--- src/rtl/data_mem_responder_if.sv ---
// data_mem_responder_if
//    Data-side memory handshake between the processor core (master) and
//    the data memory responder (slave).
//
//    Signals:
//       DataAddr   master -> slave  word address of the request
//       DataOut    master -> slave  store data
//       ReadData   master -> slave  load request
//       WriteData  master -> slave  store request (wins over ReadData)
//       DataIn     slave -> master  load data, registered
//       DataDone   slave -> master  high = no access pending / access complete
interface data_mem_responder_if #(
   parameter int WORD_SIZE = 16
) ();

   logic [WORD_SIZE-1:0] DataAddr;
   logic [WORD_SIZE-1:0] DataOut;
   logic                 ReadData;
   logic                 WriteData;
   logic [WORD_SIZE-1:0] DataIn;
   logic                 DataDone;

   modport master (
      output DataAddr, DataOut, ReadData, WriteData,
      input  DataIn, DataDone
   );

   modport slave (
      input  DataAddr, DataOut, ReadData, WriteData,
      output DataIn, DataDone
   );

endinterface

--- src/rtl/data_mem_responder.sv ---
// data_mem_responder
//    Single-port data RAM servicing the processor's load/store handshake.
//    One request is accepted at a time.  After acceptance DataDone stays
//    low for the wait states, then the access commits and DataDone
//    returns high with DataIn valid (for loads).  Both outputs come
//    straight from registers.
//
//    Parameters:
//       WORD_SIZE    data word width
//       ADDR_BITS    RAM index width, depth = 2**ADDR_BITS (upper address
//                    bits are ignored, so addresses alias modulo depth)
//       WAIT_CYCLES  fixed wait states per transaction (>= 0)
//
//    Ports:
//       Clock   rising-edge clock
//       ResetN  asynchronous active-low reset (RAM contents are kept)
//       bus     data_mem_responder_if.slave handshake
//
//    Build option:
//       DMEM_RAND_WAIT_EN  when defined, every accepted transaction adds
//                          0-3 extra wait states taken from bits [1:0] of
//                          an 8-bit Fibonacci LFSR (taps 8,6,5,4, seed
//                          8'hA5) that advances once per accepted request.
module data_mem_responder #(
   parameter int WORD_SIZE   = 16,
   parameter int ADDR_BITS   = 8,
   parameter int WAIT_CYCLES = 2
) (
   input  logic                 Clock,
   input  logic                 ResetN,
   data_mem_responder_if.slave  bus
);

   localparam int DEPTH = 2 ** ADDR_BITS;
   // Counter must hold WAIT_CYCLES plus up to 3 random extra states.
   localparam int CNT_W = $clog2(WAIT_CYCLES + 4);

   typedef enum logic [1:0] {
      ST_IDLE = 2'd0,
      ST_WAIT = 2'd1,
      ST_DONE = 2'd2
   } state_t;

   state_t                 state_reg, state_next;
   logic [CNT_W-1:0]       count_reg, count_next;
   logic [ADDR_BITS-1:0]   addr_reg, addr_next;
   logic [WORD_SIZE-1:0]   wdata_reg, wdata_next;
   logic                   write_reg, write_next;
   logic                   done_reg, done_next;
   logic [WORD_SIZE-1:0]   data_in_reg;

   logic [WORD_SIZE-1:0]   mem [DEPTH];

   logic                   request;
   logic                   accept;
   logic [CNT_W-1:0]       extra_wait;
   logic [CNT_W-1:0]       req_wait;
   logic                   commit;
   logic                   commit_write;
   logic [ADDR_BITS-1:0]   commit_addr;
   logic [WORD_SIZE-1:0]   commit_data;

   assign request  = bus.ReadData | bus.WriteData;
   // While stalled the processor keeps its request up; it must not be
   // taken as a second transaction.
   assign accept   = request && (state_reg != ST_WAIT);
   assign req_wait = CNT_W'(WAIT_CYCLES) + extra_wait;

`ifdef DMEM_RAND_WAIT_EN
   logic [7:0] lfsr_reg, lfsr_next;

   always_comb begin
      lfsr_next = lfsr_reg;
      if (accept) begin
         lfsr_next = {lfsr_reg[6:0],
                      lfsr_reg[7] ^ lfsr_reg[5] ^ lfsr_reg[4] ^ lfsr_reg[3]};
      end
   end

   always_ff @(posedge Clock or negedge ResetN) begin
      if (!ResetN) begin
         lfsr_reg <= 8'hA5;
      end else begin
         lfsr_reg <= lfsr_next;
      end
   end

   // The value present when the request is accepted sets its extra wait.
   assign extra_wait = CNT_W'(lfsr_reg[1:0]);
`else
   assign extra_wait = '0;
`endif

   // ---------------------------------------------------------------
   // State register (plus latched request and registered outputs)
   // ---------------------------------------------------------------
   always_ff @(posedge Clock or negedge ResetN) begin
      if (!ResetN) begin
         state_reg   <= ST_IDLE;
         count_reg   <= '0;
         addr_reg    <= '0;
         wdata_reg   <= '0;
         write_reg   <= 1'b0;
         done_reg    <= 1'b1;
         data_in_reg <= '0;
      end else begin
         state_reg <= state_next;
         count_reg <= count_next;
         addr_reg  <= addr_next;
         wdata_reg <= wdata_next;
         write_reg <= write_next;
         done_reg  <= done_next;
         if (commit && !commit_write) begin
            data_in_reg <= mem[commit_addr];
         end
      end
   end

   // RAM array: no reset.  A write still waiting when reset hits never
   // reaches commit, so it is dropped.
   always_ff @(posedge Clock) begin
      if (commit && commit_write && ResetN) begin
         mem[commit_addr] <= commit_data;
      end
   end

   // ---------------------------------------------------------------
   // Next-state logic
   // ---------------------------------------------------------------
   always_comb begin
      state_next = state_reg;
      count_next = count_reg;
      case (state_reg)
         ST_IDLE, ST_DONE: begin
            if (request) begin
               if (req_wait == '0) begin
                  state_next = ST_DONE;
                  count_next = '0;
               end else begin
                  state_next = ST_WAIT;
                  count_next = req_wait;
               end
            end else begin
               state_next = ST_IDLE;
               count_next = '0;
            end
         end
         ST_WAIT: begin
            if (count_reg <= CNT_W'(1)) begin
               state_next = ST_DONE;
               count_next = '0;
            end else begin
               count_next = count_reg - CNT_W'(1);
            end
         end
         default: begin
            state_next = ST_IDLE;
            count_next = '0;
         end
      endcase
   end

   // ---------------------------------------------------------------
   // Output / datapath control logic
   // ---------------------------------------------------------------
   always_comb begin
      addr_next    = addr_reg;
      wdata_next   = wdata_reg;
      write_next   = write_reg;
      commit       = 1'b0;
      commit_write = write_reg;
      commit_addr  = addr_reg;
      commit_data  = wdata_reg;

      if (accept) begin
         addr_next  = bus.DataAddr[ADDR_BITS-1:0];
         wdata_next = bus.DataOut;
         // Simultaneous load and store is serviced as a store.
         write_next = bus.WriteData;
      end

      if (state_reg == ST_WAIT) begin
         commit = (count_reg <= CNT_W'(1));
      end else if (accept && (req_wait == '0)) begin
         // Zero-wait access commits straight from the bus inputs.
         commit       = 1'b1;
         commit_write = bus.WriteData;
         commit_addr  = bus.DataAddr[ADDR_BITS-1:0];
         commit_data  = bus.DataOut;
      end

      // Registered so DataDone has no combinational path from the inputs.
      done_next = (state_next != ST_WAIT);
   end

   assign bus.DataIn   = data_in_reg;
   assign bus.DataDone = done_reg;

endmodule

--- src/flat_wrapper.sv ---
// flat-port wrapper written by rule: the top's interface ports become plain ports
module data_mem_responder_flat 
#(
   parameter int WORD_SIZE   = 16,
   parameter int ADDR_BITS   = 8,
   parameter int WAIT_CYCLES = 2
)
  (Clock, ResetN, bus_DataAddr, bus_DataOut, bus_ReadData, bus_WriteData, bus_DataIn, bus_DataDone);
  data_mem_responder_if #(.WORD_SIZE(WORD_SIZE)) bus_i ();
  input  logic Clock;
  input  logic ResetN;
  input wire logic [$bits(bus_i.DataAddr)-1:0] bus_DataAddr;
  input wire logic [$bits(bus_i.DataOut)-1:0] bus_DataOut;
  input wire logic [$bits(bus_i.ReadData)-1:0] bus_ReadData;
  input wire logic [$bits(bus_i.WriteData)-1:0] bus_WriteData;
  output wire logic [$bits(bus_i.DataIn)-1:0] bus_DataIn;
  output wire logic [$bits(bus_i.DataDone)-1:0] bus_DataDone;
  assign bus_i.DataAddr = bus_DataAddr;
  assign bus_i.DataOut = bus_DataOut;
  assign bus_i.ReadData = bus_ReadData;
  assign bus_i.WriteData = bus_WriteData;
  assign bus_DataIn = bus_i.DataIn;
  assign bus_DataDone = bus_i.DataDone;
  data_mem_responder #(.WORD_SIZE(WORD_SIZE), .ADDR_BITS(ADDR_BITS), .WAIT_CYCLES(WAIT_CYCLES)) u_core (.Clock(Clock), .ResetN(ResetN), .bus(bus_i));
endmodule
--- config.mk ---
export PLATFORM = sky130hd
export DESIGN_NAME = data_mem_responder_flat
export DESIGN_NICKNAME = d
export VERILOG_FILES = /design/src/rtl/data_mem_responder_if.sv /design/src/rtl/data_mem_responder.sv /design/src/flat_wrapper.sv
export SDC_FILE = /design/constraint.sdc
export NUM_CORES = 2
export LEC_CHECK = 0
export CAP_MARGIN = 20
export CORE_MARGIN = 1.5
export CORE_UTILIZATION = 55
export CTS_CLUSTER_DIAMETER = 100
export DETAILED_ROUTE_END_ITERATION = 10
export DONT_BUFFER_PORTS = 1
export GPL_TIMING_DRIVEN = 0
export PLACE_DENSITY = 0.73
export SLEW_MARGIN = 20
export SYNTH_ARGS = -nofsm -noshare
export SYNTH_HDL_FRONTEND = slang
export SYNTH_SLANG_ARGS = --single-unit
--- constraint.sdc ---
create_clock -name Clock -period 5.1 [get_ports Clock]
set_input_delay 0.51 -clock Clock [delete_from_list [all_inputs] [get_ports Clock]]
set_output_delay 0.51 -clock Clock [all_outputs]
set_load 0.005 [all_outputs]
# Yosys cells after proc, flatten, opt, wreduce, memory -nomap -nowiden
# Memories as Yosys holds them, arrays and structs flattened. A register that Yosys moved wholly into a read port is not among the register bits.
# Index checks and enable logic that the tools add are counted.
# Widths: inputs -> output; s select.
classes:
  n_bitwise: 1
  n_eq_ne: 4
  n_mux: 9
  magnitude_cmp: 1
  n_addsub: 1
  n_reduce_logical: 8
ops:
  columns: ["operator", "count"]
  rows:
  - ["$pmux 3 s2", 1]
  - ["$logic_and 1x1->1", 4]
  - ["$mux 1", 4]
  - ["$mux 2", 2]
  - ["$ne 2x1->1 const B", 2]
  - ["$pmux 2 s2", 1]
  - ["$le 3x1->1 const B", 1]
  - ["$mux 3", 1]
  - ["$sub 3x1->3 const B", 1]
  - ["$eq 2x1->1 const B", 1]
  - ["$eq 2x2->1 const B", 1]
  - ["$logic_not 1->1", 2]
  - ["$logic_not 2->1", 1]
  - ["$reduce_or 2->1", 1]
  - ["$or 1x1->1", 1]
totals:
  out_inout_bits: 17
  memories: 1
  word_cells: 31
  regBits: 31
  in_bits: 36
  ramBits: 4096
memory_table:
  columns: ["memory", "words", "word_bits", "read_ports", "rd_clocked_by_memory_dff", "wr", "line", "rtl"]
  rows:
  - ["u_core.mem", 256, 16, 1, 1, 1, "data_mem_responder.sv:52", "logic [WORD_SIZE-1:0] mem [DEPTH];"]

# Logic depth before layout (Yosys ltp)
logic_depth:
  ltp_word: 6
  mapped_depth: 13
  mapped_depth_nobuf: 8

# Least setup slack after synthesis
# OpenSTA, ideal clock, no wires.
synth_path:
  path_kind: "reg-to-reg"
  startpoint: "register u_core.wdata_reg[0]"
  endpoint: "memory u_core.mem[0][0], data pin"
  synth_period_minus_slack_ns: 3.984
  path_slack_ns: 1.116
  t_arrival_ns: 3.181
  n_path_buf: 0
  path_stages_with_launch: 1
  t_required_ns: 4.297
  cell_sequence: "dfrtp_1"
synth_lines:
  columns: ["element", "line", "rtl"]
  rows:
  - ["start, declared", "data_mem_responder.sv:47", "logic [WORD_SIZE-1:0] wdata_reg, wdata_next;"]
  - ["start signal, assigned", "data_mem_responder.sv:110", "wdata_reg <= wdata_next;"]
  - ["end, declared", "data_mem_responder.sv:52", null]
# Straight into the memory's write port.

==> impl_metrics.ini <==
[synth]
syn-instance-count = 7267
synth_most_common_cell = edfxtp_1
ys_types = 59
syn-mean-instance-area_um2 = 21.9
synth_common_cells = edfxtp_1 (4096), mux4_2 (954), nand2_1 (317)
yosysTopAreaCell = edfxtp_1
ys_warn_count = 0
synth_edf_count = 4096
synth-main-ff-cell = edfxtp_1
synth_top_cell_area_share_pct = 77.3
syn_area_um2 = 159000
ys_seq_elements = 4143
ys_seq_area_share_pct = 78.0
yosys-top-cells-area = edfxtp_1 (77%), mux4_2 (13%), mux2i_1 (1.5%)
async_flop_share_pct = 1.13
syn-num-nets = 7305

[timing]
hold_viol = 0
relSlewSlack_pct = 9.27
hold_ws_ps = 59.9
worst_slack_ps = -338
fin_crit_ps = 5440
tightest_slew_ps = 1360
rsz0062_at_grt = false
timing.fmax_mhz = 184
tns_ps = -72910
slew_violations = 0
fin_crit_sh_pct = 107
setup_violations = 1130
skew_ps = 95.7

[run]
maxCapViolCount = 0

[floorplan]
fp-row-count = 197
start_util_pct = 55.3
die_area_um2 = 293000
core-area_um2 = 288000
die_w_um = 541
die_h_um = 541
ios = 53

[run_status]
outcome = complete, but fails checks
violations = negative setup slack

[worst_hold_path]
min_path_type = input port to asynchronous set/reset pin

[critical_path]
crit_chain = buf_4, buf_4, buf_2, clkbuf_4, buf_2, mux4_2, mux2i_1, a32oi_1, a21oi_1, nor2_1, nand2_1, a21oi_1
cp_slowest_cell = a21oi_1
cp.buffers_inverters = 5
worst_setup_path_end_kind = flop
required_ps = 5950
path_max_fanout = 11
cpLargestDelayFamily = buffers and inverters
arrival_ps = 6290
worstSetupPathType = flop to flop
critPathMaxStageDelay_ps = 860
worst_setup_path_start_kind = flop

[drt]
drt_iter0_markers = 16518
ant_nets = 0
wl_per_cell_um = 44.3
drt-total-wl_um = 536000
drc = 0
vias = 87737
drt-pass1-iter-count = 9
avgViaCountPerCell = 7.26

[cts]
clockBufferDepth = 4
clkTransAtPathRegs_ps = 70
clock_latency_ps = 1010
cts_tree = yes
cts_buffers = 397
clkSinkCount = 4143
cts_root_buf = clkbuf_16
cts_max_level = 5

[global_route]
grt_overflow_total = 0
grt_antenna_before_repair = 53
track_usage_pct = 36.6
grt_max_degree = 88
grt_pass1_vias = 83870
grt_pass1_wl_um = 714000

[placement]
hpwl_um = 364000
placed_cell_area_um2 = 169000
port_buffers = 0
gp_congestion = 1.02

[layout]
fin_util_pct = 63.4
final_nets = 7992
finalInstanceArea_um2 = 183000
largest_reg_flops = 4096
syn2layout_area_growth_pct = 14.7
drive_gt1_share_pct = 30.3
fillers = 18542

[power]
p_leak_nw = 57.0
irDropWorstVdd_mv = 0.552
pwr_density_cell_nw_per_um2 = 619
[report_power, final]
group | switching [W] | total [W] | internal, W
combinational | 0.0282 | 0.0401 | 0.0118
clock | 0.0131 | 0.0290 | 0.0159
sequential | 0.00128 | 0.0440 | 0.0427
[stage by stage]
| step | setup slack (ps) | power, W | cells |
|---|---|---|---|
| 4_1_cts | -284 | 0.111 | 12060 |
| 2_1_floorplan | 1120 | 0.0637 | 7267 |
| 6_report | -338 | 0.113 | 12087 |
| 3_5_place_dp | -666 | 0.0823 | 11295 |
| 3_3_place_gp | -3000 | 0.0797 | 11048 |
| 5_1_grt | 7.23 | 0.114 | 12068 |
[final timing paths]
kind                                           startpoint                               end  slack [ps]  cells past startpoint
hold / removal                                     ResetN  u_core.bus.DataIn[5]$_DFFE_PN0P_          60                      2
min in group Clock                         bus_DataOut[7]   u_core.wdata_reg[7]$_DFFE_PN0P_         230                      2
max in group asynchronous                          ResetN     u_core.bus.DataDone$_DFF_PN1_        4710                      2
hold reg to reg             u_core.count_reg[0]$_DFF_PN0_     u_core.count_reg[0]$_DFF_PN0_         470                      1
setup / recovery           u_core.addr_reg[3]$_DFFE_PN0P_  u_core.bus.DataIn[2]$_DFFE_PN0P_        -340                     12
setup reg to reg           u_core.addr_reg[3]$_DFFE_PN0P_  u_core.bus.DataIn[2]$_DFFE_PN0P_        -340                     12
[logic make-up (layout without fill, tap and decap cells)]
group	after synthesis	after routing	synth area share [%]
buf+inv	426	1441	1.53
fa+ha+maj	2	2	0.0157
compound gates	623	623	2.67
mux	1286	1286	15.7
flops	4143	4143	78.0
other cells	0	24	0
simple gates	786	786	2.10
xor+xnor	1	1	0.00550
[layout make-up]
type,instances,area (µm²),share of cell area [%]
Sequential cell,4143,124000,68.0
Multi-Input combinational cell,2698,33900,18.6
Clock buffer,492,10400,5.70
Tap cell,3781,4730,2.59
Timing Repair Buffer,291,4520,2.47
Buffer,414,2500,1.37
Clock inverter,235,2260,1.24
Antenna cell,24,60.1,0.0329
Inverter,9,33.8,0.0185
[routing by layer]
metal  wire length (µm)  GRT usage [%]  vias to the layer above  share of wire, %
met5                516          0.641                        -             0.096
met4              53600           28.8                       30                10
met3              81300           13.8                     1915                15
met2             230000           52.3                     8278                43
met1             170000           45.0                    45509                32
li1                   -              -                    32005                 -
[timing repair]
| action | 4_1_cts | 5_1_grt |
|---|---|---|
| endpoints found under the setup margin | 2339 | 1122 |
| buffers inserted | 10 | 3 |
| endpoints found under the hold margin | 75 | 0 |
| pin swaps | 8 | 3 |
| gates resized for setup | 31 | 27 |
| hold buffers | 29 | 0 |
[worst reg2reg max path: stages (launching register included)]
cell and delay [ps]:
dfrtp_1 320, buf_4 390, buf_4 320, buf_2 610, clkbuf_4 660, buf_2 730, mux4_2 470, mux2i_1 290
a32oi_1 210, a21oi_1 860, nor2_1 130, nand2_1 220, a21oi_1 110
[layout by cell type (no fill, tap or decap), types with 24 or more instances in the layout]
cell           synthesis  final
dlygate4sd3_1          0     28
buf_2                146    139
buf_16                 0     56
o22ai_1               52     52
clkinv_2               0     74
nand3_1               41     41
buf_8                  0     68
nor2_4                 0     89
nor2_2                 0    170
o21ai_0               96     96
mux4_2               954    954
edfxtp_1            4096   4096
clkbuf_2               0     33
nand2_1              317    304
a22oi_1               79     79
clkbuf_16              0    401
o22a_1                36     36
nor2_1               297     38
mux2_2                89     89
buf_6                 40    149
clkbuf_1             126    176
mux2i_1              242    242
nor3_1                25     25
dfrtp_1               46     30
buf_4                 78     96
diode_2                0     24
bufinv_16              0     26
a21oi_1              131    131
a31oi_1               39     39
clkinv_1               0     87
a32oi_1               80     80
Power figures use the tool's default switching activity.
